===== src/rtl/fft_link_pkg.sv =====
// Shared FFT output link definitions: frame size, frame FSM states
// and the byte order both ends of the link agree on.
package fft_link_pkg;

  localparam int FRAME_BYTES_DEFAULT = 16;
  localparam int FFT_POINTS = 8;

  typedef enum logic [1:0] {
    IDLE,
    RECV,
    HOLD
  } frame_state_e;

  localparam int IDX_OUT0_RE = 0;
  localparam int IDX_OUT0_IM = 1;
  localparam int IDX_OUT7_RE = 14;
  localparam int IDX_OUT7_IM = 15;

  // Bytes are interleaved re/im per output bin.
  function automatic int byte_index(input int bin, input bit im);
    return 2 * bin + int'(im);
  endfunction

endpackage


===== src/rtl/spi_slave_byte_rx.sv =====
// SPI mode 0 byte receiver: 2-FF syncs, SCLK edge detect, MSB-first shift.
// Ports: clk/rst_n; spi_clk/spi_mosi/spi_cs_n in; byte_dv/byte_data out;
// bit_err (partial byte at CS_n rise); cs_high/cs_fall synchronized CS_n.
module spi_slave_byte_rx (
  input  logic       clk,
  input  logic       rst_n,
  input  logic       spi_clk,
  input  logic       spi_mosi,
  input  logic       spi_cs_n,
  output logic       byte_dv,
  output logic [7:0] byte_data,
  output logic       bit_err,
  output logic       cs_high,
  output logic       cs_fall
);

  logic [1:0] sclk_s;
  logic [1:0] mosi_s;
  logic [1:0] cs_s;
  logic       sclk_d;
  logic       cs_d;
  logic [2:0] cnt;
  logic [6:0] sh;
  logic       rise;
  logic       cs_rise;

  assign rise    = sclk_s[1] & ~sclk_d;
  assign cs_rise = cs_s[1] & ~cs_d;
  assign cs_fall = ~cs_s[1] & cs_d;
  assign cs_high = cs_s[1];

  always_ff @(posedge clk or negedge rst_n) begin
    if (!rst_n) begin
      sclk_s    <= 2'b00;
      mosi_s    <= 2'b00;
      cs_s      <= 2'b11;
      sclk_d    <= 1'b0;
      cs_d      <= 1'b1;
      cnt       <= 3'd0;
      sh        <= 7'd0;
      byte_dv   <= 1'b0;
      byte_data <= 8'd0;
      bit_err   <= 1'b0;
    end else begin
      sclk_s  <= {sclk_s[0], spi_clk};
      mosi_s  <= {mosi_s[0], spi_mosi};
      cs_s    <= {cs_s[0], spi_cs_n};
      sclk_d  <= sclk_s[1];
      cs_d    <= cs_s[1];
      byte_dv <= 1'b0;
      bit_err <= 1'b0;
      if (cs_s[1]) begin
        cnt <= 3'd0;
        if (cs_rise && cnt != 3'd0)
          bit_err <= 1'b1;
      end else if (cs_fall) begin
        cnt <= 3'd0;
      end else if (rise) begin
        sh  <= {sh[5:0], mosi_s[1]};
        cnt <= cnt + 3'd1;
        if (cnt == 3'd7) begin
          byte_dv   <= 1'b1;
          byte_data <= {sh, mosi_s[1]};
        end
      end
    end
  end

endmodule


===== src/rtl/fft_frame_rx.sv =====
// FFT frame receiver: reassembles SPI bytes into a frame buffer, valid/ack.
// Ports: i_Clk, i_Rst_L, i_SPI_Clk/MOSI/CS_n, o_Frame_Valid, i_Frame_Ack,
// i_Rd_Addr/o_Rd_Data (1-cycle read), o_Err, o_Overrun; with
// FFT_RX_BYTE_STREAM_EN also o_Byte_DV/o_Byte per-byte stream.
module fft_frame_rx
  import fft_link_pkg::*;
#(
  parameter int FRAME_BYTES = FRAME_BYTES_DEFAULT,
  parameter int GAP_TIMEOUT = 400
) (
  input  logic       i_Clk,
  input  logic       i_Rst_L,
  input  logic       i_SPI_Clk,
  input  logic       i_SPI_MOSI,
  input  logic       i_SPI_CS_n,
  output logic       o_Frame_Valid,
  input  logic       i_Frame_Ack,
  input  logic [7:0] i_Rd_Addr,
  output logic [7:0] o_Rd_Data,
  output logic       o_Err,
  output logic       o_Overrun
`ifdef FFT_RX_BYTE_STREAM_EN
  ,
  output logic       o_Byte_DV,
  output logic [7:0] o_Byte
`endif
);

  localparam int AW = $clog2(FRAME_BYTES);
  localparam int GW = $clog2(GAP_TIMEOUT + 1);
  localparam logic [AW-1:0] LAST = AW'(FRAME_BYTES - 1);
  localparam logic [AW:0] DEPTH = (AW + 1)'(FRAME_BYTES);
  localparam logic [GW-1:0] GAP_LAST = GW'(GAP_TIMEOUT - 1);

  logic          rx_dv;
  logic [7:0]    rx_byte;
  logic          rx_err;
  logic          cs_high;
  logic          cs_fall;

  frame_state_e  state;
  frame_state_e  state_nx;
  logic [AW-1:0] idx;
  logic [GW-1:0] gap;
  logic          wr_en;
  logic          idx_inc;
  logic          idx_clr;
  logic          ovr_set;
  logic          ovr_clr;
  logic          gap_to;
  logic [AW-1:0] rd_idx;
  logic [7:0]    mem [FRAME_BYTES];

  spi_slave_byte_rx u_rx (
    .clk       (i_Clk),
    .rst_n     (i_Rst_L),
    .spi_clk   (i_SPI_Clk),
    .spi_mosi  (i_SPI_MOSI),
    .spi_cs_n  (i_SPI_CS_n),
    .byte_dv   (rx_dv),
    .byte_data (rx_byte),
    .bit_err   (rx_err),
    .cs_high   (cs_high),
    .cs_fall   (cs_fall)
  );

  always_ff @(posedge i_Clk or negedge i_Rst_L) begin
    if (!i_Rst_L)
      state <= IDLE;
    else
      state <= state_nx;
  end

  // cs_fall implies cs_high is low, so a fall in the
  // timeout cycle suppresses the timeout.
  always_comb begin
    state_nx = state;
    wr_en    = 1'b0;
    idx_inc  = 1'b0;
    idx_clr  = 1'b0;
    ovr_set  = 1'b0;
    ovr_clr  = 1'b0;
    gap_to   = 1'b0;
    unique case (state)
      IDLE: begin
        if (rx_dv) begin
          wr_en    = 1'b1;
          idx_inc  = 1'b1;
          state_nx = RECV;
        end
      end
      RECV: begin
        if (cs_high && gap == GAP_LAST) begin
          gap_to   = 1'b1;
          idx_clr  = 1'b1;
          state_nx = IDLE;
        end else if (rx_dv) begin
          wr_en = 1'b1;
          if (idx == LAST) begin
            idx_clr  = 1'b1;
            state_nx = HOLD;
          end else begin
            idx_inc = 1'b1;
          end
        end
      end
      HOLD: begin
        if (i_Frame_Ack) begin
          ovr_clr  = 1'b1;
          state_nx = IDLE;
        end else if (rx_dv) begin
          ovr_set = 1'b1;
        end
      end
      default: state_nx = IDLE;
    endcase
  end

  always_ff @(posedge i_Clk or negedge i_Rst_L) begin
    if (!i_Rst_L) begin
      idx       <= '0;
      gap       <= '0;
      o_Overrun <= 1'b0;
      o_Err     <= 1'b0;
    end else begin
      if (idx_clr)
        idx <= '0;
      else if (idx_inc)
        idx <= idx + AW'(1);
      if (state != RECV || !cs_high)
        gap <= '0;
      else
        gap <= gap + GW'(1);
      if (ovr_clr)
        o_Overrun <= 1'b0;
      else if (ovr_set)
        o_Overrun <= 1'b1;
      o_Err <= rx_err | gap_to;
    end
  end

  assign o_Frame_Valid = (state == HOLD);

  always_ff @(posedge i_Clk) begin
    if (wr_en)
      mem[idx] <= rx_byte;
  end

  assign rd_idx = i_Rd_Addr[AW-1:0];

  generate
    if (AW < 8) begin : g_addr_hi
      logic unused_addr_hi;
      assign unused_addr_hi = ^i_Rd_Addr[7:AW];
    end
  endgenerate

  always_ff @(posedge i_Clk or negedge i_Rst_L) begin
    if (!i_Rst_L)
      o_Rd_Data <= 8'd0;
    else if ({1'b0, rd_idx} < DEPTH)
      o_Rd_Data <= mem[rd_idx];
    else
      o_Rd_Data <= 8'd0;
  end

`ifdef FFT_RX_BYTE_STREAM_EN
  assign o_Byte_DV = rx_dv;
  assign o_Byte    = rx_byte;
`endif

endmodule


===== config.mk =====
export PLATFORM = sky130hd
export DESIGN_NAME = fft_frame_rx
export DESIGN_NICKNAME = d
export VERILOG_FILES = /design/src/rtl/fft_link_pkg.sv /design/src/rtl/spi_slave_byte_rx.sv /design/src/rtl/fft_frame_rx.sv
export SDC_FILE = /design/constraint.sdc
export NUM_CORES = 1
export LEC_CHECK = 0
export ABC_AREA = 0
export BUFFER_PORTS_ARGS = -buffer_cell sky130_fd_sc_hd__buf_4
export CORE_UTILIZATION = 36
export CTS_BUF_LIST = sky130_fd_sc_hd__clkbuf_4 sky130_fd_sc_hd__clkbuf_8
export DETAILED_ROUTE_END_ITERATION = 12
export PLACE_DENSITY = 0.48
export SYNTH_ARGS = -nofsm -noshare
export SYNTH_HDL_FRONTEND = slang
export SYNTH_SLANG_ARGS = --single-unit
export TNS_END_PERCENT = 10

===== constraint.sdc =====
create_clock -name i_Clk -period 3.1 [get_ports i_Clk]
set_input_delay 0.62 -clock i_Clk [delete_from_list [all_inputs] [get_ports i_Clk]]
set_output_delay 0.62 -clock i_Clk [all_outputs]
set_load 0.02 [all_outputs]

---- Word-level counts from Yosys, hierarchy flattened ----
Memory sizes are Yosys's and may differ from the RTL's. A register that Yosys moved wholly into a read port is not among the register bits.
Cells that the tools add are included.
storage, ports and cells
  word-level logic and storage cells ...... 89
  input port bits ......................... 14
  memory bits (writable) .................. 128
  output and inout port bits .............. 11
  register bits after elaboration ......... 45
  memories ................................ 1
memory list
  name  depth  width  rd ports  clocked after memory_dff  write ports  line                text
  mem   16     8      1         1                         1            fft_frame_rx.sv:52  logic [7:0] mem [FRAME_BYTES];
operators by class
  multiplexer cells ....................... 39
  eq/ne operators ......................... 10
  bitwise operators ....................... 8
  reductions and logical operators ........ 13
  add/subtract/negate cells ............... 3
operator list
  kind                   number
  $mux W1                25
  $mux W2                5
  $add A9 B1 Y9 const B  1
  $eq A9 B9 Y1 const B   1
  $mux W3                3
  $mux W9                1
  $mux W4                2
  $reduce_and A4 Y1      2
  $ne A2 B1 Y1 const B   3
  $pmux W2 S3            1
  $reduce_bool A3 Y1     2
  $add A4 B1 Y4 const B  1
  $eq A4 B4 Y1 const B   1
  $not A1 Y1             4
  $pmux W1 S2            2
  $reduce_bool A2 Y1     2
  $add A3 B1 Y3 const B  1
  $and A1 B1 Y1          3
  $eq A3 B3 Y1 const B   1
  $ne A3 B2 Y1 const B   1
  $ne A3 B3 Y1 const B   1
  $reduce_and A3 Y1      1
  $eq A2 B1 Y1 const B   1
  $eq A2 B2 Y1 const B   1
  5 further kinds        7

---- Longest topological paths before layout ----
Gate-level depths: netlist of the first run.
  depth after elaboration ................. 7
  gate-level depth with buffers ........... 5

---- Hierarchy ----
From an unflattened synthesis of the first run, not the netlist that was laid out.
unflattened totals
  cells, all modules ...................... 374
  area total of the unflattened synthesis .. 7,018.0 um2
modules (own cells, without submodules)
  module             sequential area each (um2)  area an instance (um2)  instances  cells each
  fft_frame_rx       4,469.3                     5,990.7                 1          313
  spi_slave_byte_rx  704.4                       1,027.2                 1          61

---- Worst setup path before layout of the first run ----
Ideal clock, no wire load.
  kind .................................... reg2reg
  start ................................... reg gap[0]
  end ..................................... mem mem[0][0] (enable)
  data arrival time ....................... 1.896 ns
  setup time .............................. 0.383 ns
  stages on the path, launching flop included .. 6
  path slack .............................. 0.821 ns
  path through ............................ dfrtp_1 > ha_1 > and4_1 > a41oi_4 > nand2_1 > nor3_1
between the ends
  cells in the longest elaborated chain, start to end .. 6
ends and longest elaborated chain
  what                           line                 text
  start: declaration             fft_frame_rx.sv:44   logic [GW-1:0] gap;
  start signal: assignment       fft_frame_rx.sv:133  gap <= gap + GW'(1);
  $eq A9 B9 Y1                   fft_frame_rx.sv:93   if (cs_high && gap == GAP_LAST) begin
  $logic_and A1 B1 Y1            fft_frame_rx.sv:93
  $mux W1                        fft_frame_rx.sv:93
  $pmux W1 S2                    fft_frame_rx.sv:84   unique case (state)
  $mux W1                        fft_frame_rx.sv:145  if (wr_en)
  $mux W1 (not written as such)  fft_frame_rx.sv:146  mem[idx] <= rx_byte;
  end: declaration               fft_frame_rx.sv:52
No other way between the ends.

---- Worst setup path after layout of the first run ----
  start ................................... reg gap[0]
  end ..................................... mem mem[1][2] (enable)
Same word-level chain as after synthesis.

==> results.tsv, run 1 <==
stage	metric	value	unit
sta	unrepaired setup endpoints after global routing	false	
pwr	PwrDens	550	nW/um2
pwr	Max VDD drop	0.322	mV
sta	Worst-Margin Slew	0.726	ns
clocking	# Post-CTS Setup Buffers	0	
logic_synthesis	sequential area share after synthesis	0.727	
floorplanning	core area	19400	um2
setup_path	worst-path fanout max	8	
setup_path	WP data arrival	2.33	ns
logic_synthesis	synth warn	0	
global_route	initial antenna violation count	0	
logic_synthesis	Post-synth EDFFs	128	
drt	routed wire length	13200	um
sta	setup TNS	0	ns
placed_design	# port buffers	20	
setup_path	r2r setup slk	0.92	ns
clocking	CTS Buf Count	17	
sta	Slew Limit Headroom	0.515	
clocking	Num Clock Sinks	181	
clocking	post-CTS sizing	0	
final_layout	P&R area growth vs syn	12.9	%
logic_synthesis	most used flip-flop cell after synthesis	edfxtp_1	
global_route	largest net degree at the start of global routing	54	
final_layout	Layout Nets	443	
sta	Peak Freq	459	MHz
final_layout	fill count	1799	
pwr	Leakage	0.00285	uW
floorplanning	Initial Util	0.367	
floorplanning	Rows	51	
drt	Via Count	3387	
global_route	GR Overflow Total	0	
drt	Vias/cell	4.85	
sta	post-route clock period utilization	0.702	
setup_path	crit path capture type	flop	
drt	drt initial violations	224	
pwr	Clk pwr share	0.376	
logic_synthesis	#FFs+latches synth	181	
logic_synthesis	syn_area_per_cell	18.8	um2
setup_path	Critical Path RT	3.25	ns
sta	clock skew	0.0149	ns
pwr	Sw Share	0.205	
drt	WL/cell	18.8	um
logic_synthesis	Post-Syn Instances	378	
sta	Final Hold Fails	0	
setup_path	worst r2r path cells	6	
setup_path	WS Path Type	reg2reg	
logic_synthesis	area leader, netlist	edfxtp_1	
setup_path	worst r2r dst	mem[1][2]	
logic_synthesis	Synth Cell Area	7120	um2
sta	Final setup viols	0	
run_status	status	completed	
clocking	H-tree depth	4	
pwr	Tot Pwr	4420	uW
clocking	maximum clock insertion buffer count	2	
global_route	gr usage total	0.142	
logic_synthesis	most common cell in the netlist	edfxtp_1	
placed_design	final RePlAce weighted congestion	0.683	
run	Max Cap Viol	0	
logic_synthesis	top cells by count, synth	128 x edfxtp_1, 50 x dfrtp_1, 22 x nor2_1	
floorplanning	Die X	143	um
drt	DRC viols	0	
logic_synthesis	Yosys cell types	42	
sta	min Tclk post-route	2.18	ns
global_route	via count of the first global-routing pass	3449	
placed_design	hpwl dp	8110	um
pwr	combinational share of power	0.030	
logic_synthesis	Syn Nets	400	
sta	Max Transition Viols Final	0	
clocking	Reg clk slew, reported paths	0.08	ns
clocking	clk_lat worst skew	0.45	ns
drt	DRT Pass-1 Iters	4	
global_route	first-pass GRT wire length	20400	um
setup_path	Worst setup SP type	flop	
pwr	total net switching power	907	uW
clocking	Hold-fix buffers, CTS	0	
logic_synthesis	ranking of synthesized cells by area	edfxtp_1 54%, dfrtp_1 18%, mux4_1 6.6%	
setup_path	RR Startpoint	gap[0]	
drt	Final ANT Viol Nets	0	
floorplanning	die height	143	um
hold_path	HP Class	in2async	
final_layout	layout cell share with drive strength beyond 1	0.244	
pwr	internal power	3510	uW
logic_synthesis	share of the synthesized area in the top cell type	0.540	
clocking	CTS root buffer	clkbuf_8	
floorplanning	Top Ports	25	
pwr	Flop pwr share	0.594	
final_layout	# diodes	0	
clocking	CTS tree	built	
logic_synthesis	ys async rst share	0.293	
floorplanning	DIE AREA	20300	um2
==> per-layer routing <==
layer | track usage | routed length (um) | vias up
li1 | - | - | 1577
met1 | 0.192 | 6150 | 1755
met2 | 0.227 | 6380 | 45
met3 | 0.0312 | 464 | 10
met4 | 0.0509 | 165 | 0
met5 | 0 | 0 | -
==> critical path: stages, from the launching register on <==
cell,delay [ns]
dfrtp_1,0.41
ha_1,0.25
and4_1,0.27
a41oi_4,0.35
nand2_1,0.22
nor3_1,0.17
buf_4,0.21
==> cell type report <==
type,instances,area (um2),share of cell area
Inverter,8,30.0,0.00373
Multi-Input combinational cell,175,1800,0.224
Sequential cell,181,5170,0.643
Timing Repair Buffer,38,285,0.0355
Clock inverter,11,148,0.0184
Clock buffer,21,270,0.0336
Tap cell,265,332,0.0412
==> cell usage in the layout (no fill, tap or decap), types with 3 or more instances in the layout <==
cell and instances:
and2_1 3, xnor2_1 4, mux4_1 18, buf_4 38
nor2b_1 5, inv_6 3, nor3_1 8, mux2_2 13
bufinv_16 3, inv_1 8, nand4_1 4, edfxtp_1 128
ha_1 8, mux4_2 14, xor2_1 4, nand2_1 16
and3_1 3, dfstp_2 3, clkbuf_8 18, nor2_1 22
clkbuf_4 3, nand3_1 8, a22oi_1 16, nand2b_1 5
a21oi_1 6, dfrtp_1 50
==> metrics by stage <==
stage / worst slack (ns) / instance area, um2 / instances / utilization / hold WS [ns]
after floorplan: 0.821 / 7120 / 378 / - / 0.324
after global placement: 0.790 / 7620 / 667 / 0.393 / 0.332
after detailed placement: 0.756 / 7620 / 667 / 0.393 / 0.336
after CTS: 0.920 / 8040 / 699 / 0.415 / 0.220
after global routing: 0.780 / 8040 / 699 / 0.415 / 0.236
final: 0.922 / 8040 / 699 / 0.415 / 0.214
==> cell families after synthesis <==
family / share of synthesized area
AND/OR/NAND/NOR: 0.0603
multiplexers: 0.138
buffers and inverters: 0.0202
flip-flops: 0.727
XOR/XNOR: 0.00984
AO/OA/AOI/OAI: 0.0308
adder cells (fa/ha/maj): 0.0141
==> power groups by stage <==
stage / Sequential [uW] / Combinational (uW) / Clock [uW]
3_5_place_dp: 2680 / 138 / 0
3_3_place_gp: 2680 / 137 / 0
2_1_floorplan: 2670 / 87.8 / 0
5_1_grt: 2630 / 148 / 1820
6_report: 2630 / 133 / 1660
4_1_cts: 2630 / 138 / 1720
==> state kept, by name (all words and copies together) (netlist names) <==
name,count
state,2
u_rx.byte_data,8
u_rx.cs_s,2
u_rx.byte_dv,1
idx,4
u_rx.sclk_s,2
u_rx.cnt,3
u_rx.sh,7
u_rx.mosi_s,2
o_Err,1
mem,128
u_rx.cs_d,1
u_rx.bit_err,1
o_Rd_Data,8
u_rx.sclk_d,1
gap,9
o_Overrun,1
==> how the worst max path moves through the flow <==
stage               slack [ns]           end  cells past startpoint         start
detailed placement        0.76  o_Rd_Data[0]                      5  i_Rd_Addr[0]
CTS                       0.92     mem[2][4]                      6        gap[0]
finish                    0.92     mem[1][2]                      6        gap[0]
global route              0.78     mem[1][5]                      6        gap[0]
global placement          0.79  o_Rd_Data[0]                      5  i_Rd_Addr[0]
floorplan                 0.82     mem[0][0]                      5        gap[0]
Power figures use the tool's default switching activity.
==> run 2, diff against run 1 <==
- ABC_AREA: 0 -> 1
- PLACE_DENSITY: 0.48 -> 0.5
- clock period: 3.1 -> 2 ns (I/O delays scaled with it)
==> run 2 against run 1 <==
Against the previous run:
- total power is 51% higher
- critical path depth is 2 higher
- combinational power rose to 2.5 times the previous value
- largest cell class unchanged
==> results.tsv, run 2 <==
stage	metric	value	unit
final_layout	most frequent cells in the layout	128 x edfxtp_1, 93 x inv_1, 82 x nand2_1	
placed_design	worst slack at placement	-0.174	ns
logic_synthesis	Yosys cell types	33	
sta	clock skew	0.0144	ns
floorplanning	Top Ports	25	
sta	Peak Freq	538	MHz
sta	min Tclk post-route	1.86	ns
placed_design	hpwl dp	9570	um
setup_path	CP Launch Point	gap[0]	
drt	DRC viols	0	
setup_path	Critical path buffers and inverters	1	
setup_path	critical path's top delay family	simple AND/OR/NAND/NOR gates	
logic_synthesis	most common cell in the netlist	edfxtp_1	
clocking	CTS Buf Count	17	
logic_synthesis	share of the synthesized area in the top cell type	0.516	
drt	routed wire length	14700	um
logic_synthesis	ranking of synthesized cells by area	edfxtp_1 52%, dfrtp_1 17%, inv_1 4.7%	
logic_synthesis	syn_area_per_cell	11.7	um2
sta	Final Hold Fails	0	
global_route	GR Overflow Total	0	
logic_synthesis	Post-Syn Instances	638	
sta	Slew Limit Headroom	0.497	
hold_path	HP Class	in2reg	
drt	Via Count	4531	
pwr	PwrDens	788	nW/um2
logic_synthesis	area leader, netlist	edfxtp_1	
clocking	clk_lat worst skew	0.45	ns
pwr	Leakage	0.00333	uW
final_layout	P&R area growth vs syn	13.5	%
floorplanning	Rows	52	
final_layout	largest registers	mem (128), gap (9)	
floorplanning	Die X	146	um
placed_design	post-placement cell count	927	
final_layout	fill count	1894	
sta	Worst-Margin Slew	0.755	ns
pwr	Tot Pwr	6670	uW
floorplanning	Initial Util	0.368	
setup_path	Critical Path RT	2.10	ns
setup_path	Worst setup SP type	flop	
placed_design	# port buffers	20	
setup_path	worst-path cell chain	ha_1 -> nand2_2 -> nor2_4 -> nand3_4 -> o21ai_4 -> inv_4 -> nand2_4 -> nor2_2	
clocking	Reg clk slew, reported paths	0.09	ns
drt	DRT Pass-1 Iters	4	
logic_synthesis	most used flip-flop cell after synthesis	edfxtp_1	
pwr	Max VDD drop	0.405	mV
floorplanning	DIE AREA	21300	um2
final_layout	Layout Nets	700	
setup_path	Critical Path Sink	mem[2][2]	
drt	Final ANT Viol Nets	0	
logic_synthesis	top cells by count, synth	128 x edfxtp_1, 93 x inv_1, 82 x nand2_1	
setup_path	WP data arrival	1.96	ns
clocking	maximum clock insertion buffer count	2	
setup_path	WS Path Type	reg2reg	
clocking	CTS tree	built	
floorplanning	core area	20200	um2
global_route	via count of the first global-routing pass	4439	
sta	post-route clock period utilization	0.929	
global_route	largest net degree at the start of global routing	54	
sta	setup TNS	0	ns
global_route	initial antenna violation count	0	
logic_synthesis	#FFs+latches synth	181	
logic_synthesis	Post-synth EDFFs	128	
global_route	gr usage total	0.148	
clocking	Num Clock Sinks	181	
logic_synthesis	Syn Nets	660	
floorplanning	die height	146	um
final_layout	Biggest register	mem	
setup_path	worst r2r path cells	8	
placed_design	final RePlAce weighted congestion	0.767	
logic_synthesis	synth warn	0	
logic_synthesis	sequential area share after synthesis	0.695	
setup_path	RR Startpoint	gap[0]	
final_layout	post-route insts no fill	961	
final_layout	layout cell share with drive strength beyond 1	0.159	
sta	Final WS setup	0.142	ns
logic_synthesis	Synth Cell Area	7450	um2
clocking	H-tree depth	4	
sta	Max Transition Viols Final	0	
clocking	CTS root buffer	clkbuf_8	
drt	Vias/cell	4.71	
final_layout	# diodes	0	
setup_path	CP max stage cell	dfrtp_1	
setup_path	r2r setup slk	0.14	ns
final_layout	max reg flops	128	
setup_path	crit path capture type	flop	
setup_path	worst-path fanout max	8	
run_status	status	completed	
setup_path	max incr delay on CP	0.39	ns
drt	WL/cell	15.3	um
global_route	first-pass GRT wire length	23900	um
setup_path	CP Depth	8	
setup_path	worst r2r dst	mem[2][2]	
drt	drt initial violations	280	
sta	Final setup viols	0	
final_layout	commonest non-fill, non-tap cell in the layout	edfxtp_1	
run	Max Cap Viol	0	
logic_synthesis	ys async rst share	0.293	
sta	worst hold slack	0.0472	ns
==> run 2: cell count changes after synthesis, moves of 7 or more <==
cell,delta
inv_1,+85
nand2_1,+66
nand3_1,+51
o21ai_0,+45
a21oi_1,+33
o211ai_1,+32
mux4_1,-18
a22oi_1,-16
mux4_2,-14
mux2_2,-13
buf_2,+10
o21ai_1,+9
clkbuf_1,+7
nor2_1,+7
==> run 2: cell families after synthesis <==
kind of cell | after synthesis | share of synthesized area
buffers and inverters | 124 | 0.0689
DFF | 181 | 0.695
and+or+nand+nor | 193 | 0.121
AOI/OAI and AO/OA | 132 | 0.102
adders and majority gates | 8 | 0.0134
==> run 2: cell type report <==
type                            instances  area [um2]  area share
Inverter                               96         363      0.0429
Clock buffer                           17         234      0.0277
Tap cell                              270         338      0.0400
Sequential cell                       181        5170       0.612
Timing Repair Buffer                   49         410      0.0485
Multi-Input combinational cell        333        1810       0.214
Clock inverter                         15         129      0.0152
==> run 2: metal layers <==
layer / wire [um] / track usage / share of wire / vias to the layer above
met5: 0 / 0 / 0 / -
met4: 191 / 0.0416 / 0.013 / 0
met1: 6820 / 0.198 / 0.46 / 2170
met3: 578 / 0.0364 / 0.039 / 14
met2: 7120 / 0.241 / 0.48 / 78
li1: - / - / - / 2269
==> run 2: timing repair <==
action / CTS / global route
endpoints found under the setup margin: 72 / 41
pin swaps: 0 / 0
buffers inserted: 0 / 0
hold buffers: 1 / 1
resized for setup: 9 / 7
endpoints found under the hold margin: 11 / 1
==> run 2: power breakdown <==
| part | switching, uW | internal [uW] |
|---|---|---|
| registers | 20.1 | 4020 |
| clock network | 1300 | 992 |
| logic | 220 | 115 |
==> run 2: through the flow <==
| step | area (um2) | utilization |
|---|---|---|
| after floorplan | 7450 | - |
| after global placement | 8030 | 0.397 |
| after detailed placement | 8030 | 0.397 |
| after CTS | 8430 | 0.416 |
| after global routing | 8460 | 0.418 |
| final | 8460 | 0.418 |
==> run 2: how the worst min path moves through the flow <==
| stage | slack, ns | startpoint | depth (start not counted) | to |
|---|---|---|---|---|
| floorplan | 0.10 | i_Rst_L | 0 | gap[0] |
| global placement | 0.33 | u_rx.mosi_s[0] | 0 | u_rx.mosi_s[1] |
| detailed placement | 0.34 | u_rx.mosi_s[0] | 0 | u_rx.mosi_s[1] |
| CTS | 0.02 | i_SPI_CS_n | 1 | u_rx.cs_s[0] |
| global route | 0.001 | i_SPI_MOSI | 1 | u_rx.mosi_s[0] |
| finish | 0.05 | i_SPI_MOSI | 1 | u_rx.mosi_s[0] |
==> run 3, diff against run 2 <==
- CORE_ASPECT_RATIO: not set -> 0.9
==> run 3 against run 2 <==
Against the previous run:
- utilization rose by 0.57 points
- via count increased by 2.1%
- register-to-register slack got worse by 0.03 ns
- setup slack lost 0.029 ns
- design area rose by 0.74%
- critical path depth did not move
- critical path type unchanged
- largest power group unchanged
==> results.tsv, run 3 (same netlist as run 2, synthesis figures left out) <==
stage	metric	value	unit
setup_path	WP data arrival	2.00	ns
hold_path	HP Class	in2reg	
pwr	PwrDens	832	nW/um2
final_layout	P&R area growth vs syn	14.4	%
setup_path	Critical Path RT	2.11	ns
floorplanning	Die X	154	um
sta	Peak Freq	530	MHz
drt	WL/cell	16.5	um
floorplanning	Rows	49	
final_layout	commonest non-fill, non-tap cell in the layout	edfxtp_1	
global_route	gr usage total	0.155	
setup_path	Worst setup SP type	flop	
floorplanning	DIE AREA	21300	um2
setup_path	Critical Path Sink	mem[13][2]	
setup_path	max incr delay on CP	0.40	ns
final_layout	most frequent cells in the layout	128 x edfxtp_1, 93 x inv_1, 82 x nand2_1	
clocking	Num Clock Sinks	181	
final_layout	# diodes	0	
clocking	CTS Buf Count	17	
sta	post-route clock period utilization	0.943	
clocking	# Post-CTS Setup Buffers	0	
setup_path	worst r2r dst	mem[13][2]	
placed_design	final RePlAce weighted congestion	0.770	
final_layout	fill count	1873	
placed_design	# port buffers	20	
floorplanning	die height	138	um
final_layout	Layout Utilization	0.424	
final_layout	layout cell share with drive strength beyond 1	0.165	
drt	drt initial violations	346	
drt	M1 WL	7550	um
drt	DR WL met2	7130	um
setup_path	critical path's top delay family	simple AND/OR/NAND/NOR gates	
setup_path	r2r setup slk	0.11	ns
drt	DR top layer	met4	
final_layout	max reg flops	128	
floorplanning	Top Ports	25	
sta	Max Transition Viols Final	0	
global_route	GR Overflow Total	0	
sta	clock skew	0.0115	ns
global_route	largest net degree at the start of global routing	65	
sta	Final Hold Fails	0	
drt	DRT Pass-1 Iters	5	
floorplanning	core area	20100	um2
setup_path	CP max stage cell	dfrtp_1	
setup_path	WS Path Type	reg2reg	
setup_path	CP Launch Point	gap[0]	
placed_design	Placed Area	8000	um2
final_layout	largest registers	mem (128), gap (9)	
drt	Final ANT Viol Nets	0	
setup_path	crit path capture type	flop	
final_layout	Layout Nets	700	
sta	Worst-Margin Slew	0.681	ns
clocking	clk_lat worst skew	0.46	ns
sta	unrepaired setup endpoints after global routing	true	
global_route	initial antenna violation count	0	
placed_design	post-placement cell count	911	
run_status	status	completed	
setup_path	CP Depth	8	
drt	routed wire length	15600	um
global_route	first-pass GRT wire length	24700	um
drt	Via Count	4628	
setup_path	worst-path fanout max	8	
pwr	Leakage	0.00337	uW
clocking	maximum clock insertion buffer count	2	
setup_path	worst-path cell chain	ha_1 -> nand2_2 -> nor2_4 -> nand3_4 -> o21ai_4 -> inv_4 -> nand2_4 -> nor2_2	
drt	Vias/cell	4.89	
drt	DRC viols	0	
clocking	Reg clk slew, reported paths	0.10	ns
clocking	CTS tree	built	
setup_path	RR Startpoint	gap[0]	
sta	min Tclk post-route	1.89	ns
setup_path	Critical path buffers and inverters	1	
placed_design	hpwl dp	10300	um
global_route	via count of the first global-routing pass	4518	
final_layout	post-route insts no fill	946	
setup_path	worst r2r path cells	8	
final_layout	cell area after layout	8520	um2
floorplanning	Initial Util	0.370	
pwr	Max VDD drop	0.409	mV
run	Max Cap Viol	0	
pwr	Tot Pwr	7090	uW
clocking	H-tree depth	4	
sta	Slew Limit Headroom	0.546	
sta	Final setup viols	0	
final_layout	Biggest register	mem	
drt	met3 wire len	645	um
clocking	CTS root buffer	clkbuf_8	
==> run 3: cell types whose count changed in the layout (fill, tap and decap cells not counted), moves of 2 or more <==
cell	delta
clkinv_1	-4
inv_6	+2
clkinv_2	-2
bufinv_16	+2
==> run 3: through the flow <==
stage               TNS (ns)  setup slack [ns]  hold WS (ns)
floorplan                  0            0.0826         0.104
global placement       -2.53            -0.109         0.340
detailed placement     -5.37            -0.151         0.344
CTS                   -0.217           -0.0138      0.000876
global route          -0.516           -0.0364       0.00747
finish                     0             0.113        0.0415
==> run 3: repair_timing <==
action                     in CTS  in global routing
hold buffers                    3                  0
resized for setup              12                  4
hold endpoints to repair       52                  0
setup endpoints to repair      96                 41
==> run 3: layer usage <==
metal / global-route usage / vias up
li1: - / 2284
met1: 0.223 / 2230
met2: 0.232 / 98
met3: 0.0339 / 16
met4: 0.0547 / 0
met5: 0 / -
==> run 3: cell type report <==
class / instances / area [um2] / area share
sequential: 181 / 5170 / 0.607
multi-input combinational: 333 / 1810 / 0.212
timing repair buffer: 49 / 413 / 0.0485
inverter: 96 / 363 / 0.0426
tap: 255 / 319 / 0.0375
clock buffer: 17 / 234 / 0.0275
clock inverter: 15 / 208 / 0.0244
==> run 3: power breakdown <==
part           switching, uW  internal (uW)  total, uW
clock                   1420           1290       2710
sequential              22.3           4020       4050
combinational            217            116        333
==> run 3: worst min path at each step <==
| stage | startpoint | to | slack [ns] | cells past startpoint |
|---|---|---|---|---|
| after detailed placement | u_rx.sclk_s[0] | u_rx.sclk_s[1] | 0.34 | 0 |
| after global placement | u_rx.mosi_s[0] | u_rx.mosi_s[1] | 0.34 | 0 |
| after global routing | i_SPI_MOSI | u_rx.mosi_s[0] | 0.007 | 1 |
| after floorplan | i_Rst_L | gap[0] | 0.10 | 0 |
| after CTS | i_SPI_MOSI | u_rx.mosi_s[0] | 0.0009 | 1 |
| final | i_SPI_MOSI | u_rx.mosi_s[0] | 0.04 | 1 |
